<file path="config.mk">
export PLATFORM = sky130hd
export DESIGN_NAME = btn_conditioner
export DESIGN_NICKNAME = d
export VERILOG_FILES = /design/src/rtl/calc_pkg.sv /design/src/rtl/btn_debounce.sv /design/src/rtl/btn_conditioner.sv
export SDC_FILE = /design/constraint.sdc
export NUM_CORES = 1
export LEC_CHECK = 0
export ABC_CLOCK_PERIOD_IN_PS = 8000
export CAP_MARGIN = 20
export CORE_ASPECT_RATIO = 0.75
export CORE_UTILIZATION = 45
export DETAILED_ROUTE_END_ITERATION = 8
export MAX_ROUTING_LAYER = met4
export PLACE_DENSITY = 0.62
export SLEW_MARGIN = 10
export SYNTH_ARGS = -nofsm -noshare
export SYNTH_HDL_FRONTEND = slang
export SYNTH_SLANG_ARGS = --single-unit
</file>
<file path="constraint.sdc">
create_clock -name clk -period 8 [get_ports clk]
set_input_delay 0.8 -clock clk [delete_from_list [all_inputs] [get_ports clk]]
set_output_delay 0.8 -clock clk [all_outputs]
set_load 0.05 [all_outputs]
</file>
<file path="src/rtl/calc_pkg.sv">
// rtl/calc_pkg.sv - button count and index map shared by the conditioner and calculator top
package calc_pkg;

    localparam int NUM_BTNS = 5;

    localparam int BTN_C = 0;
    localparam int BTN_L = 1;
    localparam int BTN_U = 2;
    localparam int BTN_R = 3;
    localparam int BTN_D = 4;

endpackage

</file>
<file path="src/rtl/btn_debounce.sv">
// rtl/btn_debounce.sv - one button channel: two-flop synchroniser, stability counter, level and rise pulse
module btn_debounce #(
    parameter int DEBOUNCE_CYCLES = 1_000_000
) (
    input  logic clk,
    input  logic rst,
    input  logic i_btn,
    output logic o_level,
    output logic o_pulse
);

    localparam int CNT_W = $clog2(DEBOUNCE_CYCLES + 1);
    localparam logic [CNT_W-1:0] CNT_LAST = CNT_W'(DEBOUNCE_CYCLES - 1);

    logic             r_s1;
    logic             r_s2;
    logic             r_level;
    logic             r_pulse;
    logic [CNT_W-1:0] r_cnt;

    logic w_differ;
    logic w_flip;

    assign w_differ = (r_s2 != r_level);
    assign w_flip   = w_differ && (r_cnt == CNT_LAST);

    always_ff @(posedge clk or posedge rst) begin
        if (rst) begin
            r_s1    <= 1'b0;
            r_s2    <= 1'b0;
            r_level <= 1'b0;
            r_cnt   <= '0;
            r_pulse <= 1'b0;
        end else begin
            r_s1 <= i_btn;
            r_s2 <= r_s1;
            // Any sample matching the current level restarts the stability window.
            if (!w_differ) begin
                r_cnt <= '0;
            end else if (w_flip) begin
                r_level <= r_s2;
                r_cnt   <= '0;
            end else begin
                r_cnt <= r_cnt + CNT_W'(1);
            end
            r_pulse <= w_flip && !r_level;
        end
    end

    assign o_level = r_level;
    assign o_pulse = r_pulse;

endmodule

</file>
<file path="src/rtl/btn_conditioner.sv">
// rtl/btn_conditioner.sv - debounces the five board push-buttons into levels and rise pulses
module btn_conditioner
    import calc_pkg::*;
#(
    parameter int DEBOUNCE_CYCLES = 1_000_000
) (
    input  logic                clk,
    input  logic                rst,
    input  logic [NUM_BTNS-1:0] btn_in,
    output logic [NUM_BTNS-1:0] btn_level,
    output logic [NUM_BTNS-1:0] btn_pulse
);

    logic [NUM_BTNS-1:0] w_level;
    logic [NUM_BTNS-1:0] w_pulse;

    for (genvar i = 0; i < NUM_BTNS; i++) begin : g_chan
        btn_debounce #(
            .DEBOUNCE_CYCLES(DEBOUNCE_CYCLES)
        ) u_debounce (
            .clk    (clk),
            .rst    (rst),
            .i_btn  (btn_in[i]),
            .o_level(w_level[i]),
            .o_pulse(w_pulse[i])
        );
    end

    assign btn_level = w_level;
    assign btn_pulse = w_pulse;

endmodule

</file>
==> impl_metrics.py, run 1 <==
metrics = {
    "outcome": {
        "status": "finished, final reports clean",
    },
    "timing": {
        "min_period_ns": 2.44,
        "period_share_pct": 30.5,
        "rsz0062_at_grt": "no",
        "holdWs_ns": 0.345,
        "tns_ns": 0,
        "final_max_slew_viol_count": 0,
        "tightest_slew_ns": 0.771,
        "finalWorstSetupSlack_ns": 5.56,
        "finalHoldViolCount": 0,
        "setup_viol": 0,
        "relSlewSlack_pct": 48.6,
        "finClkSkew_ns": 0.00914,
        "max_freq_mhz": 410,
    },
    "logic_synthesis": {
        "synth_area_sq_um": 5720,
        "synth_edf_count": 0,
        "synth_flop_cell": "dfrtp_1",
        "synth_warnings": 0,
        "syn_nets": 583,
        "ys_seq_area_share_pct": 52.5,
        "ys_seq_elements": 120,
        "syn_area_per_cell_sq_um": 10.0,
        "async_flop_share_pct": 100,
        "synth_cells": 571,
        "ys_types": 35,
    },
    "floorplan": {
        "coreArea_sq_um": 12300,
        "dieHeight_um": 99.6,
        "fp.dieArea_sq_um": 13200,
        "ios": 17,
        "dieWidth_um": 132,
        "start_util_pct": 46.3,
        "rows": 35,
    },
    "placement": {
        "routabilityCongestion": 0.821,
        "dp_slack_ns": 5.30,
        "dpl.cell_count": 733,
        "port_buffers": 16,
        "dp_hpwl_mm": 7.11,
        "post_dp_cell_area_sq_um": 6010,
    },
    "hold_path": {
        "holdPathEnd": "g_chan[4].u_debounce.r_s2",
        "hold_path.class": "register to register",
        "holdCritStartpoint": "g_chan[4].u_debounce.r_s1",
        "whs_path_depth": 0,
    },
    "critical_path": {
        "path_depth": 1,
        "crit_family": "buffers and inverters",
        "cp-start-kind": "register",
        "reg2reg_depth": 4,
        "timing.rr.end": "g_chan[4].u_debounce.r_cnt[19]",
        "crit_path_end_kind": "primary output",
        "worst-path-max-fanout": 4,
        "critPathArrivalTime_ns": 1.64,
        "cpPeakStageDelay_ns": 0.85,
        "crit_buf_inv": 1,
        "crit_path_top_delay_cell": "clkdlybuf4s50_1",
        "crit_type": "register to primary output",
        "r2r_slack_ns": 5.84,
        "path_cells": "clkdlybuf4s50_1",
        "cp_data_required_time_ns": 7.20,
        "r2r_start": "g_chan[4].u_debounce.r_cnt[5]",
    },
    "clock_network": {
        "root_buffer": "clkbuf_16",
        "clkLatencyLatePin_ns": 0.40,
        "cts_tree": "yes",
        "post_cts_buffers": 0,
        "cts_htree_levels": 4,
        "cts_buffer_depth": 2,
        "cts_resized": 0,
        "cts-hold-fix-buffers": 0,
        "cts_inserted_buffers": 17,
        "path_clk_slew_ns": 0.05,
        "clkSinkCount": 120,
    },
    "power": {
        "leakagePower_nw": 2.60,
        "powerDensity_nw_per_um2": 206,
        "vdd_drop_max_uv": 155,
    },
    "layout": {
        "final_common_cell": "dfrtp_1",
        "nets": 599,
        "fin_area_sq_um": 6570,
        "final_cell_mix": "dfrtp_1, nor2_1, xnor2_1",
        "area_growth_syn_to_layout_pct": 14.8,
        "fill_cells": 1089,
        "num_antenna_cells": 0,
        "final_cell_count_no_fill": 761,
        "drive_gt1_share_pct": 7.56,
    },
    "grt": {
        "grtUsageTotal_pct": 18.3,
        "grt_first_pass_wirelength_mm": 18.8,
        "grt_pass1_vias": 4013,
        "grt_max_degree": 83,
        "grt.overflow.total": 0,
        "antenna_found_initial": 0,
    },
    "routing": {
        "drtIter0Drc": 252,
        "ant_nets": 0,
        "routed_via_density": 5.40,
        "vias": 4112,
        "firstDrtPassIters": 5,
        "post-route-drc-count": 0,
        "routedWlPerCell_um": 14.0,
        "routed_wl_mm": 10.6,
    },
    "job": {
        "maxCapViolCount": 0,
    },
}
synth_stat cells, drive strengths merged, types with 2 or more instances:
cell type	count	area [sq um]
nand2	25	93.8
nand3	40	200
or3	10	62.6
or2	4	25.0
buf	12	85.1
o21ai	6	30.0
nor2	82	308
xnor2	47	412
and4	2	17.5
inv	25	93.8
o31ai	19	156
nor4b	3	26.3
dfrtp	120	3000
ha	5	62.6
xor2	26	228
clkbuf	13	48.8
nor3	23	115
a21oi	22	110
nand4	24	163
mux2	5	56.3
or4b	4	40.0
and3	8	50.1
and3b	5	43.8
or4	17	128
nor4	20	125
registers in the layout, indices dropped and copies added (netlist names):
register / count
g_chan.u_debounce.r_cnt: 100
g_chan.u_debounce.r_s1: 5
g_chan.u_debounce.o_pulse: 5
g_chan.u_debounce.r_s2: 5
g_chan.u_debounce.o_level: 5
worst register-to-register path, cell delays in order (launching register included):
cell and delay, ns:
dfrtp_1 0.38, nand3_1 0.31, or4_1 0.72, or4_1 0.52, a21oi_1 0.15
per-layer routing:
layer	up-vias	part of all wire, %	routed length [um]	track usage [%]
li1	2040	-	-	-
met3	11	2.7	292	4.33
met4	0	0.84	89	6.72
met5	-	0	0	-
met1	2009	52	5570	25.1
met2	52	44	4690	26.5
layout make-up:
class	count	area, sq um	share of cell area [%]
Clock inverter	5	50.0	0.762
Timing Repair Buffer	22	225	3.43
Clock buffer	22	474	7.22
Inverter	25	96.3	1.47
Sequential cell	120	3000	45.7
Multi-Input combinational cell	401	2510	38.2
Tap cell	166	208	3.16
worst max-delay path by stage:
stage	startpoint	end	slack (ns)
6_report	g_chan[4].u_debounce.o_level	btn_level[4]	5.56
5_1_grt	g_chan[4].u_debounce.o_level	btn_level[4]	5.51
4_1_cts	g_chan[0].u_debounce.o_level	btn_level[0]	5.54
3_5_place_dp	rst	g_chan[0].u_debounce.r_s1	5.30
3_3_place_gp	rst	g_chan[0].u_debounce.r_s1	5.32
2_1_floorplan	rst	g_chan[0].u_debounce.o_level	4.01
kinds of logic (layout without fill, tap and decap cells):
logic type / Yosys count / in the layout / share of synthesized area, %
mux: 6 / 6 / 1.16
compound gates: 47 / 47 / 5.18
xor+xnor: 73 / 73 / 11.2
simple gates: 270 / 270 / 24.9
buf+inv: 50 / 74 / 3.98
fa+ha+maj: 5 / 5 / 1.09
flops: 120 / 120 / 52.5
report_power, final:
| part | switching, mW | internal (mW) | total [mW] |
|---|---|---|---|
| Sequential | 0.00850 | 0.617 | 0.625 |
| Clock | 0.247 | 0.440 | 0.686 |
| Combinational | 0.0266 | 0.0132 | 0.0398 |
stage by stage:
step | total power [mW] | util, %
after floorplan | 0.660 | -
after global placement | 0.673 | 48.7
after detailed placement | 0.675 | 48.7
after CTS | 1.37 | 52.9
after global routing | 1.41 | 53.2
final | 1.35 | 53.2
No activity file was read; power rests on OpenSTA's default activity.
==> inputs of run 2 (changes only) <==
--- a/config.mk
+++ b/config.mk
@@ -5,7 +5,7 @@
 export SDC_FILE = /design/constraint.sdc
 export NUM_CORES = 1
 export LEC_CHECK = 0
-export ABC_CLOCK_PERIOD_IN_PS = 8000
+export ABC_CLOCK_PERIOD_IN_PS = 2500
 export CAP_MARGIN = 20
 export CORE_ASPECT_RATIO = 0.75
 export CORE_UTILIZATION = 45
==> constraint.sdc (replaced) <==
create_clock -name clk -period 2.5 [get_ports clk]
set_input_delay 0.25 -clock clk [delete_from_list [all_inputs] [get_ports clk]]
set_output_delay 0.25 -clock clk [all_outputs]
set_load 0.05 [all_outputs]
==> run 2 against run 1 <==
Die area unchanged; design area barely moved; wire length is 0.47% higher; non-clock buffer count up 6; first-iteration DRC count shrank 9.9%; setup slack worse by 5.2 ns; global-route usage grew 0.18 points; sequential power rose to 3.2 times the previous value; combinational power rose to 3.3 times the previous value; clock power increased to 3.0 times the previous value; clock skew is 0.0024 ns higher; critical endpoint is now g_chan[0].u_debounce.r_cnt[19]; highest routed layer unchanged.
==> impl_metrics.py, run 2 (synthesized netlist as in run 1, its figures left out) <==
metrics = {
    "outcome": {
        "status": "finished, final reports clean",
    },
    "clock_network": {
        "root_buffer": "clkbuf_16",
        "clkSinkCount": 120,
        "cts_inserted_buffers": 17,
        "cts_buffer_depth": 2,
        "cts_resized": 0,
        "cts-hold-fix-buffers": 0,
        "clkLatencyLatePin_ns": 0.40,
        "path_clk_slew_ns": 0.05,
        "cts_tree": "yes",
        "post_cts_buffers": 0,
        "cts_htree_levels": 4,
    },
    "grt": {
        "grt.overflow.total": 0,
        "grt_first_pass_wirelength_mm": 18.6,
        "grt_max_degree": 39,
        "grt_pass1_vias": 3855,
        "grtUsageTotal_pct": 18.5,
        "antenna_found_initial": 0,
    },
    "layout": {
        "final_common_cell": "dfrtp_1",
        "area_growth_syn_to_layout_pct": 14.9,
        "largest_reg_flops": 100,
        "multi_input_area_sq_um": 2510,
        "largest-register": "g_chan.u_debounce.r_cnt",
        "drive_gt1_share_pct": 8.11,
        "register_area_sq_um": 3000,
        "num_antenna_cells": 0,
        "final_cell_mix": "dfrtp_1, nor2_1, xnor2_1",
        "nets": 605,
        "final_cell_count_no_fill": 770,
        "fill_cells": 1117,
    },
    "routing": {
        "firstDrtPassIters": 4,
        "routed_via_density": 5.32,
        "drtIter0Drc": 227,
        "ant_nets": 0,
        "vias": 4096,
        "post-route-drc-count": 0,
        "routed_wl_mm": 10.7,
        "routedWlPerCell_um": 13.9,
    },
    "timing": {
        "rsz0062_at_grt": "no",
        "final_max_slew_viol_count": 0,
        "period_share_pct": 84.6,
        "finalHoldViolCount": 0,
        "relSlewSlack_pct": 55.3,
        "finClkSkew_ns": 0.0116,
        "max_freq_mhz": 473,
        "holdWs_ns": 0.289,
        "tns_ns": 0,
        "tightest_slew_ns": 0.669,
        "setup_viol": 0,
        "min_period_ns": 2.11,
    },
    "critical_path": {
        "crit_path_end_kind": "register",
        "path_cells": "nand3_1, or2_2, o31ai_2, buf_4, a21oi_1",
        "r2r_slack_ns": 0.39,
        "cp-start-kind": "register",
        "worst-path-max-fanout": 12,
        "reg2reg_depth": 5,
        "crit_path_top_delay_cell": "o31ai_2",
        "r2r_start": "g_chan[0].u_debounce.r_cnt[3]",
        "cpPeakStageDelay_ns": 0.58,
        "critPathArrivalTime_ns": 2.39,
        "timing.rr.end": "g_chan[0].u_debounce.r_cnt[19]",
        "crit_type": "register to register",
        "cp_data_required_time_ns": 2.77,
    },
    "floorplan": {
        "fp.dieArea_sq_um": 13200,
        "rows": 35,
        "dieWidth_um": 132,
        "coreArea_sq_um": 12300,
        "ios": 17,
        "dieHeight_um": 99.6,
        "start_util_pct": 46.3,
    },
    "job": {
        "maxCapViolCount": 0,
    },
    "placement": {
        "dp_hpwl_mm": 7.37,
        "routabilityCongestion": 0.870,
        "port_buffers": 16,
        "dpl.cell_count": 740,
    },
    "power": {
        "vdd_drop_max_uv": 488,
        "leakagePower_nw": 2.60,
        "powerDensity_nw_per_um2": 637,
    },
    "hold_path": {
        "hold_path.class": "input port to async pin",
    },
}
[run 2: cell count changes in the layout (fill, tap and decap cells not counted)]
cell	before	now
buf_4	5	11
clkinvlp_4	0	1
buf_16	1	0
clkbuf_1	2	7
buf_12	0	1
clkinv_2	4	5
bufinv_16	1	0
inv_4	1	0
clkbuf_8	3	1
[run 2: area by class of cell]
type	count	share of cell area [%]
Timing Repair Buffer	28	4.00
Clock inverter	5	0.381
Multi-Input combinational cell	401	38.2
Sequential cell	120	45.7
Tap cell	166	3.16
Inverter	25	1.49
Clock buffer	25	7.08
[run 2: how the worst max path moves through the flow]
stage / startpoint / endpoint / slack, ns
2_1_floorplan: g_chan[4].u_debounce.r_cnt[4] / g_chan[4].u_debounce.r_cnt[17] / 0.60
3_3_place_gp: g_chan[0].u_debounce.r_cnt[0] / g_chan[0].u_debounce.r_cnt[12] / 0.46
3_5_place_dp: g_chan[0].u_debounce.r_cnt[0] / g_chan[0].u_debounce.r_cnt[10] / 0.41
4_1_cts: g_chan[0].u_debounce.r_cnt[0] / g_chan[0].u_debounce.r_cnt[19] / 0.39
5_1_grt: g_chan[0].u_debounce.r_cnt[0] / g_chan[0].u_debounce.r_cnt[19] / 0.21
6_report: g_chan[0].u_debounce.r_cnt[3] / g_chan[0].u_debounce.r_cnt[19] / 0.39
[run 2: per-stage QoR]
step	setup slack, ns	total power [mW]	instance area, sq um	util (%)
final	0.386	4.18	6570	53.2
after global routing	0.206	4.36	6570	53.2
after CTS	0.391	4.25	6570	53.2
after detailed placement	0.407	2.17	6080	49.2
after global placement	0.459	2.17	6080	49.2
after floorplan	0.603	2.11	5720	-
[run 2: metal layers]
| metal | track usage (%) | up-vias | routed length [um] |
|---|---|---|---|
| met5 | - | - | 0 |
| met4 | 4.51 | 0 | 76 |
| met3 | 5.86 | 6 | 212 |
| met2 | 26.5 | 37 | 4840 |
| met1 | 25.4 | 1998 | 5560 |
| li1 | - | 2055 | - |
[run 2: critical path: cells and delay by family, from the launching register on]
kind | cells | cell delay [ns]
AO/OA/AOI/OAI | 2 | 0.64
flip-flops | 1 | 0.41
buffers and inverters | 1 | 0.30
AND/OR/NAND/NOR | 2 | 0.64
[run 2: where the power goes]
group          leakage (nW)  internal (mW)  switching, mW
sequential             1.64           1.97         0.0274
combinational         0.718         0.0461         0.0871
clock                 0.245           1.27          0.781
